`src/rtl/reg_dump.sv`:
```
// -----------------------------------------------------------------------------
// reg_dump
//
// Walks register indices 0..LAST_ADDR of an external, asynchronously read
// register file and streams each word out over a valid/ready port, one word
// every two cycles when the consumer is always ready.
//
// Optional feature (macro REG_DUMP_CHECKSUM_EN):
//   When defined, an XOR checksum of every dumped word is appended as an extra
//   word with out_idx = 32 and out_last = 1. The word at LAST_ADDR then carries
//   out_last = 0. When undefined there is no checksum logic at all.
//
// Parameters:
//   LAST_ADDR  highest register index dumped (0..31)
//
// Ports:
//   clk        clock, rising edge
//   rst        synchronous, active-high reset
//   start      request a dump (ignored while busy)
//   busy       high whenever the FSM is not IDLE
//   rd_addr    register-file read address (= idx[4:0] in all states)
//   rd_data    register-file read data for rd_addr
//   out_valid  out_data / out_idx / out_last are valid
//   out_ready  consumer accepts the word when out_valid is also high
//   out_data   dumped word
//   out_idx    register index of out_data (32 = checksum word)
//   out_last   final word of the dump
//   done       one-cycle pulse after the final word is accepted
//   dbg_state  current FSM state (IDLE=0, LOAD=1, SEND=2)
//
// Handshake: a word transfers on a rising edge where out_valid and out_ready
// are both high; while out_valid is high and out_ready is low, out_data,
// out_idx and out_last hold stable, and out_valid never drops without a
// transfer (except on reset).
// -----------------------------------------------------------------------------
module reg_dump #(
    parameter int LAST_ADDR = 31
) (
    input  logic        clk,
    input  logic        rst,
    input  logic        start,
    output logic        busy,
    output logic [4:0]  rd_addr,
    input  logic [31:0] rd_data,
    output logic        out_valid,
    input  logic        out_ready,
    output logic [31:0] out_data,
    output logic [5:0]  out_idx,
    output logic        out_last,
    output logic        done,
    output logic [1:0]  dbg_state
);

    typedef enum logic [1:0] {
        S_IDLE = 2'd0,
        S_LOAD = 2'd1,
        S_SEND = 2'd2
    } state_t;

    localparam logic [5:0] LAST_IDX = 6'(LAST_ADDR);

`ifdef REG_DUMP_CHECKSUM_EN
    // The checksum word is loaded on the index following LAST_ADDR.
    localparam logic [5:0] CSUM_IDX = LAST_IDX + 6'd1;
    logic [31:0] r_csum;
`endif

    state_t      r_state;
    logic [5:0]  r_idx;
    logic [31:0] r_data;
    logic [5:0]  r_out_idx;
    logic        r_valid;
    logic        r_last;
    logic        r_done;

    always_ff @(posedge clk) begin
        if (rst) begin
            r_state   <= S_IDLE;
            r_idx     <= 6'd0;
            r_data    <= 32'd0;
            r_out_idx <= 6'd0;
            r_valid   <= 1'b0;
            r_last    <= 1'b0;
            r_done    <= 1'b0;
`ifdef REG_DUMP_CHECKSUM_EN
            r_csum    <= 32'd0;
`endif
        end else begin
            r_done <= 1'b0;
            case (r_state)
                S_IDLE: begin
                    if (start) begin
                        r_state <= S_LOAD;
                        r_idx   <= 6'd0;
`ifdef REG_DUMP_CHECKSUM_EN
                        r_csum  <= 32'd0;
`endif
                    end
                end

                S_LOAD: begin
                    r_valid <= 1'b1;
                    r_state <= S_SEND;
`ifdef REG_DUMP_CHECKSUM_EN
                    if (r_idx == CSUM_IDX) begin
                        r_data    <= r_csum;
                        r_out_idx <= 6'd32;
                        r_last    <= 1'b1;
                    end else begin
                        r_data    <= rd_data;
                        r_out_idx <= r_idx;
                        r_last    <= 1'b0;
                        r_csum    <= r_csum ^ rd_data;
                    end
`else
                    r_data    <= rd_data;
                    r_out_idx <= r_idx;
                    r_last    <= (r_idx == LAST_IDX);
`endif
                end

                S_SEND: begin
                    if (r_valid && out_ready) begin
                        r_valid <= 1'b0;
                        if (r_last) begin
                            // Final word accepted: done pulses in the first
                            // IDLE cycle, where a new start is already legal.
                            r_state <= S_IDLE;
                            r_done  <= 1'b1;
                            r_last  <= 1'b0;
                            r_idx   <= 6'd0;
                        end else begin
                            r_idx   <= r_idx + 6'd1;
                            r_state <= S_LOAD;
                        end
                    end
                end

                default: r_state <= S_IDLE;
            endcase
        end
    end

    assign busy      = (r_state != S_IDLE);
    assign rd_addr   = r_idx[4:0];
    assign out_valid = r_valid;
    assign out_data  = r_data;
    assign out_idx   = r_out_idx;
    assign out_last  = r_last;
    assign done      = r_done;
    assign dbg_state = r_state;

endmodule

```
`config.mk`:
```
export PLATFORM = sky130hd
export DESIGN_NAME = reg_dump
export DESIGN_NICKNAME = d
export VERILOG_FILES = /design/src/rtl/reg_dump.sv
export SDC_FILE = /design/constraint.sdc
export NUM_CORES = 1
export LEC_CHECK = 0
export BUFFER_PORTS_ARGS = -buffer_cell sky130_fd_sc_hd__buf_2
export CORE_ASPECT_RATIO = 1.1
export CORE_MARGIN = 2
export CORE_UTILIZATION = 42
export DETAILED_ROUTE_END_ITERATION = 10
export HOLD_SLACK_MARGIN = 0.15
export PLACE_DENSITY = 0.73
export SLEW_MARGIN = 10
export SYNTH_ARGS = -nofsm -noshare
export SYNTH_HDL_FRONTEND = slang
export SYNTH_SLANG_ARGS = --single-unit
```
`constraint.sdc`:
```
create_clock -name clk -period 3.1 [get_ports clk]
set_clock_uncertainty 0.1 [all_clocks]
set_input_delay 0.31 -clock clk [delete_from_list [all_inputs] [get_ports clk]]
set_output_delay 0.31 -clock clk [all_outputs]
set_load 0.01 [all_outputs]
```
## Word level (Yosys, flattened, before mapping)

Cells that the tools add are included.
W data, S select, Z words.

- Bits in registers: 49
- Bits in latches: 0
- Word-level logic and storage cells: 36
- Output and inout port bits: 49
- Memories: 0
- Bits in writable memories: 0
- Memory bits (read-only): 0

- Div/mod/pow operators: 0
- Magnitude comparators: 0
- Bitwise gates (word level): 2
- Multipliers: 0
- Reduce and logical (&&, ||, !) cells: 9
- $add $sub $neg: 1
- Equality and inequality tests: 5
- Shift-type cells: 0
- Multiplexer cells: 12

Operators with widths:

| operator | number |
|---|---|
| $mux W6 | 3 |
| $pmux W6 S2 | 1 |
| $add A6 B1 Y6 const B | 1 |
| $eq A6 B5 Y1 const B | 1 |
| $pmux W2 S3 | 1 |
| $reduce_bool A2 Y1 | 3 |
| $mux W2 | 2 |
| $ne A2 B2 Y1 const B | 2 |
| $pmux W1 S2 | 2 |
| $reduce_and A2 Y1 | 2 |
| $mux W1 | 3 |
| $reduce_and A3 Y1 | 1 |
| $reduce_or A3 Y1 | 1 |
| $eq A2 B1 Y1 const B | 1 |
| $eq A2 B2 Y1 const B | 1 |
| $logic_not A2 Y1 | 1 |
| $not A1 Y1 | 2 |
| $logic_and A1 B1 Y1 | 1 |

## Depth between registers and ports, before layout

Gate-level depths: netlist (run 1).

- Word-level depth: 4
- Mapped depth: 5
- Gate-level depth less buffers: 4

## Worst setup path after synthesis (run 1)

OpenSTA, ideal clock, no wires.

- Kind: flip-flop to flip-flop
- Start point: register r_state[1] (netlist: dbg_state[1])
- End point: register r_idx[2]
- Buffers on the path: 2
- Required time: 2875 ps
- Setup time: 125 ps
- Arrival: 1226 ps
- Stages on the path, launching flop included: 6
- Setup slack: 1649 ps
- Cells stage by stage: dfxtp_1 > buf_6 > or3b_1 > buf_6 > a22oi_2 > o22ai_1

- Longest elaborated chain between the ends: 3

Ends and longest elaborated chain:

| what | line | RTL |
|---|---|---|
| start, declared | 68 | `state_t r_state;` |
| start signal, assigned | 78 | `r_state <= S_IDLE;` |
| start signal, assigned | 93 | `r_state <= S_LOAD;` |
| start signal, assigned | 103 | `r_state <= S_SEND;` |
| $eq A2 B2 Y1 / $logic_not A2 Y1 (equally long branches) | 90 | `case (r_state)` |
| $ne A2 B2 Y1 (no source line) / $reduce_bool A2 Y1 (equally long branches) | -- |  |
| $reduce_and A3 Y1 (no source line) | -- |  |
| end signal, assigned | 133 | `r_idx <= r_idx + 6'd1;` |
| end, declared | 69 | `logic [5:0] r_idx;` |

Several ways; a longest one is shown, not always the timed one.
A chain may end at the register's enable or synchronous reset.

## Worst setup path in the final report (run 1)

- Start point: register r_state[1] (netlist: dbg_state[1])
- End point: register r_data[15] (netlist: out_data[15])

- Longest elaborated chain between the ends: 1

Ends and longest elaborated chain:

| what | line | RTL |
|---|---|---|
| $eq A2 B1 Y1 | 90 |  |
| end signal, assigned | 116 | `r_data <= rd_data;` |
| end, declared | 70 | `logic [31:0] r_data;` |

Every way passes these cells.

==> results of run 1 <==
cell usage after synthesis, drive strengths merged, types with 2 or more instances:
| master | count |
|---|---|
| nor2b | 2 |
| nand3 | 8 |
| nor3b | 3 |
| a22oi | 3 |
| inv | 2 |
| a21oi | 43 |
| nand4b | 3 |
| nor2 | 2 |
| nand2 | 78 |
| buf | 14 |
| and3 | 2 |
| nand4 | 2 |
| clkbuf | 7 |
| dfxtp | 49 |
| nand2b | 3 |
| o211ai | 2 |
report_power, final:
part / switching [uW] / internal (uW) / leakage (uW)
combinational: 87.4 / 77.7 / 0.000719
clock: 199 / 263 / 0.0000585
sequential: 16.4 / 653 / 0.000398
through the flow:
step / area (sq um) / setup slack (ns) / std cells / util (%) / total power (uW)
detailed placement: 2311 / 1.194 / 355 / 53.15 / 831.3
global placement: 2311 / 1.304 / 355 / 53.15 / 828.9
floorplan: 1909 / 1.649 / 234 / - / 770.3
global route: 2628 / 1.042 / 383 / 60.43 / 1359
finish: 2628 / 1.237 / 383 / 60.43 / 1297
CTS: 2628 / 1.183 / 383 / 60.43 / 1309
registers in the layout, indices dropped and copies added (netlist names):
signal and cells:
out_valid 1, out_idx 6, done 1, out_last 1, out_data 32, r_idx 6
dbg_state 2
cells by family after synthesis:
| family | share of synthesized area, % |
|---|---|
| AOI/OAI and AO/OA | 15.27 |
| DFF | 51.38 |
| buffers and inverters | 6.619 |
| adders and majority gates | 0.6552 |
| and+or+nand+nor | 26.08 |
per-layer routing:
layer / share of wire [%] / wire (um)
met1: 43 / 1979
met2: 50 / 2325
met3: 6.8 / 318
met4: 0.62 / 29
met5: 0 / 0
cells in the final DEF, fill, tap and decap left out, types with 2 or more instances in the layout:
| master | count |
|---|---|
| sky130_fd_sc_hd__a21oi_1 | 43 |
| sky130_fd_sc_hd__o211ai_1 | 2 |
| sky130_fd_sc_hd__buf_4 | 4 |
| sky130_fd_sc_hd__buf_2 | 84 |
| sky130_fd_sc_hd__and3_1 | 2 |
| sky130_fd_sc_hd__dfxtp_1 | 49 |
| sky130_fd_sc_hd__nand2b_1 | 3 |
| sky130_fd_sc_hd__inv_1 | 2 |
| sky130_fd_sc_hd__dlygate4sd3_1 | 20 |
| sky130_fd_sc_hd__a22oi_1 | 2 |
| sky130_fd_sc_hd__clkbuf_8 | 6 |
| sky130_fd_sc_hd__nand4b_1 | 3 |
| sky130_fd_sc_hd__nor3b_1 | 2 |
| sky130_fd_sc_hd__nand2_1 | 78 |
| sky130_fd_sc_hd__nor2_1 | 2 |
| sky130_fd_sc_hd__nand3_1 | 8 |
| sky130_fd_sc_hd__nand4_1 | 2 |
final timing paths:
kind,endpoint,startpoint,slack (ns),cells after the start
min,out_data[29],rd_data[29],0.15,3
min reg2reg,out_data[4],out_data[4],0.35,2
max reg2reg,out_data[15],dbg_state[1],1.24,4
max,out_data[15],dbg_state[1],1.24,4
final cells by class:
| class | count | area, sq um |
|---|---|---|
| clock inverters | 1 | 30.03 |
| multi-input cells | 162 | 804.5 |
| fillers | 402 | 1720 |
| well taps | 54 | 67.56 |
| repair buffers | 108 | 650.6 |
| inverters | 2 | 7.507 |
| flip-flops and latches | 49 | 980.9 |
| clock buffers | 7 | 86.33 |
repair_timing:
action | CTS | global route
hold endpoints to repair | 20 | 0
resized for setup | 0 | 0
hold buffers | 20 | 0
endpoints found under the setup margin | 0 | 0
critical path: stages, from the launching register on:
cell and delay, ns:
sky130_fd_sc_hd__dfxtp_1 0.53, sky130_fd_sc_hd__nand2b_1 0.54, sky130_fd_sc_hd__buf_4 0.38, sky130_fd_sc_hd__nand2_1 0.08, sky130_fd_sc_hd__a21oi_1 0.16
==> flow_summary.toml, run 1 <==
[outcome]
status = "finished, final reports clean"

[route]
num_vias = 1886
detail_route.first_pass.iterations = 5
ant_nets = 0
drt_first_iter_violations = 92
wl_per_cell_um = 12.15
drcViolationCount = 0
vias_per_cell = 4.924
wirelength_mm = 4.653

[clocking]
clock_latency_ns = 0.29
clkSlewWorstSetupHoldPaths_ns = 0.08
post_cts_buffers = 0
cts_made_buffers = 5
clock_tree_from_tritoncts = "built"
cts_buffer_depth = 2
cts_root_buffer = "sky130_fd_sc_hd__clkbuf_8"
tritoncts_num_sinks = 49
clock_h_tree_levels = 2

[pwr]
power_per_cell_area_nw_per_um2 = 493.6
leakage_uw = 0.001176
ir_drop_v = 0.0003106

[worst_setup_path]
critPathMaxFanout = 25
worstSetupPathType = "flip-flop to flip-flop"
worstPathRequired_ns = 3.22
worst_ep_arrival_time_ns = 1.98
timing.critical_path.to_type = "flip-flop"
critical_path_start_type = "flip-flop"

[timing]
final_worst_path_cycle_share_pct = 60.10
highest_achievable_clock_rate_mhz = 536.7
finalCriticalPeriod_ns = 1.863
final-setup-viol-count = 0
report.final.hold_viol_count = 0
rsz0062_at_grt = "false"
number_of_pins_with_negative_max_slew_slack_in_the_final_report = 0
timing.setup.tns_ns = 0
hold_ws_ns = 0.1529
timing_worst_slew_pin_value_ns = 0.6364
slew_headroom_pct = 57.57

[global_routing]
number_of_antenna_violations_at_the_first_check_in_global_routing = 0
grt.total_usage_pct = 18.96
global_route.usage.met3_pct = 5.680
grt_use_met1_pct = 22.63
globalRouteOverflowTotal = 0
grt_first_pass_wirelength_mm = 7.424
grt_max_degree = 37
grt_pass1_vias = 1712
grt.busiest_layer = "met2"
gr-usage-met2_pct = 33.12

[synth]
async_flop_share_pct = 0
syn-cell-area_sq_um = 1909
netlist_instances = 234
synthesis_stage_register_bit_count = 49
yosysSeqAreaShare_pct = 51.38
postSynthNetCount = 271
synth_top_area_cell = "sky130_fd_sc_hd__dfxtp_1"
number_of_flops_mapped_to_enable_cells_by_yosys = 0
synth_ff_type = "sky130_fd_sc_hd__dfxtp_1"
yosysWarningCount = 0
synth_top_cells_by_area = "sky130_fd_sc_hd__dfxtp_1, sky130_fd_sc_hd__nand2_1, sky130_fd_sc_hd__a21oi_1"
synth_cell_types = 32
synth_top_area_share_pct = 51.38
mean_instance_size_in_the_synthesized_netlist_sq_um = 8.160

[floorplanning]
initial_core_util_pct = 43.91
die_width_um = 68.29
dieHeight_um = 74.72
core_area_sq_um = 4348
die_area_sq_um = 5102
boundaryPins = 85
number_of_standard_cell_rows_in_the_floorplan = 25

[hold_path]
min-delay-path-class = "input port to flip-flop"

[finish]
fin_nets = 365
share_of_cells_above_drive_strength_1_pct = 30.40
area_delta_synth_final_pct = 37.61
insertedDiodeCount = 0

[place]
port-buffer-count = 84
dpl.hpwl_mm = 3.118
final_weighted_congestion_of_routability_driven_global_placement = 0.7665

[flow_run]
drv.max_cap_violation_count = 0
Note: power is estimated with default switching activity, not from simulation.
==> inputs of run 2 (changes only) <==
Clock period 3.1 ns to 1.9 ns, I/O delays scaled along.
==> flow_summary.toml, run 2 (same netlist as run 1, synthesis figures left out) <==
[finish]
insertedDiodeCount = 0
share_of_cells_above_drive_strength_1_pct = 29.86
final-instance-count-excl-fill = 399
area_delta_synth_final_pct = 45.61
final_cell_mix = "sky130_fd_sc_hd__buf_2, sky130_fd_sc_hd__nand2_1, sky130_fd_sc_hd__dfxtp_1"
fin_nets = 381
final_common_cell = "sky130_fd_sc_hd__buf_2"
largest_register_ffs = 32

[global_routing]
grt_max_degree = 31
number_of_antenna_violations_at_the_first_check_in_global_routing = 0
grt_first_pass_wirelength_mm = 7.686
grt_pass1_vias = 1832
globalRouteOverflowTotal = 0
grt.total_usage_pct = 19.97

[worst_setup_path]
worst_ep_arrival_time_ns = 1.66
critPathMaxFanout = 11
timing.critical_path.to_type = "flip-flop"
critical_path_start_type = "flip-flop"
worstPathRequired_ns = 1.97
worstSetupPathType = "flip-flop to flip-flop"

[route]
vias_per_cell = 4.922
num_vias = 1964
detail_route.first_pass.iterations = 4
wl_per_cell_um = 12.56
drcViolationCount = 0
drt_first_iter_violations = 93
wirelength_mm = 5.012
ant_nets = 0

[clocking]
clock_latency_ns = 0.29
post_cts_buffers = 0
clkSlewWorstSetupHoldPaths_ns = 0.08
cts_root_buffer = "sky130_fd_sc_hd__clkbuf_8"
tritoncts_num_sinks = 49
clock_h_tree_levels = 2
clock_tree_from_tritoncts = "built"
cts_made_buffers = 5
cts_buffer_depth = 2

[hold_path]
min-delay-path-class = "input port to flip-flop"

[place]
dpl.hpwl_mm = 3.062
port-buffer-count = 84
final_weighted_congestion_of_routability_driven_global_placement = 0.8043
placed_cells_incl_taps = 358

[pwr]
ir_drop_v = 0.0005130
power_per_cell_area_nw_per_um2 = 771.6
leakage_uw = 0.001243
post-layout-total-power_uw = 2145

[floorplanning]
die_area_sq_um = 5102
core_area_sq_um = 4348
boundaryPins = 85
initial_core_util_pct = 43.91
die_width_um = 68.29
dieHeight_um = 74.72
number_of_standard_cell_rows_in_the_floorplan = 25

[timing]
slew_headroom_pct = 67.26
highest_achievable_clock_rate_mhz = 630.9
finalCriticalPeriod_ns = 1.585
timing.setup.tns_ns = 0
number_of_pins_with_negative_max_slew_slack_in_the_final_report = 0
timing_worst_slew_pin_value_ns = 0.4911
rsz0062_at_grt = "false"
hold_ws_ns = 0.2545
final_worst_path_cycle_share_pct = 83.43
report.final.hold_viol_count = 0
final-setup-viol-count = 0

[outcome]
status = "finished, final reports clean"

[flow_run]
drv.max_cap_violation_count = 0
run 2: changes by cell type in the layout (fill, tap and decap cells not counted):
cell and change:
sky130_fd_sc_hd__buf_4 +3, sky130_fd_sc_hd__dlygate4sd3_1 +13
run 2: path summary, 6_finish.rpt:
kind / from / endpoint / slack (ns) / depth (start not counted)
max: dbg_state[1] / r_idx[2] / 0.31 / 4
min: rst / out_data[7] / 0.25 / 2
min reg2reg: out_data[30] / out_data[30] / 0.35 / 2
max reg2reg: dbg_state[1] / r_idx[2] / 0.31 / 4
run 2: critical path, stage by stage (launching register included):
cell                       delay [ns]
sky130_fd_sc_hd__dfxtp_1         0.52
sky130_fd_sc_hd__nand4b_1        0.32
sky130_fd_sc_hd__buf_4           0.26
sky130_fd_sc_hd__a22oi_2         0.14
sky130_fd_sc_hd__o22ai_1         0.11
run 2: area by class of cell:
cell class	instances	area, sq um
Tap cell	54	67.56
Fill cell	375	1568
Clock buffer	7	86.33
Inverter	2	7.507
Clock inverter	1	30.03
Sequential cell	49	980.9
Multi-Input combinational cell	162	804.5
Timing Repair Buffer	124	803.3
run 2: metrics by stage:
| step | util (%) | instance area (sq um) | setup slack, ns |
|---|---|---|---|
| 2_1_floorplan | - | 1909 | 0.4489 |
| 3_3_place_gp | 53.67 | 2333 | 0.3977 |
| 3_5_place_dp | 53.67 | 2333 | 0.3533 |
| 4_1_cts | 63.94 | 2780 | 0.3154 |
| 5_1_grt | 63.94 | 2780 | 0.1652 |
| 6_report | 63.94 | 2780 | 0.3148 |
run 2: what timing repair did:
item	CTS	global route
endpoints found under the hold margin	33	0
hold buffers	33	0
gates resized for setup	0	0
run 2: layer usage:
metal / up-vias / wire length [um] / global-route usage [%]
li1: 997 / - / -
met1: 883 / 2139 / 22.39
met2: 75 / 2493 / 35.49
met3: 9 / 294 / 5.232
met4: 0 / 85 / 8.444
met5: - / 0 / 0
run 2: where the power goes:
group | switching, uW | internal [uW] | total (uW) | leakage [uW]
clock | 325 | 429 | 754 | 0.0000585
combinational | 152 | 148 | 299 | 0.000787
sequential | 25.7 | 1070 | 1090 | 0.000398
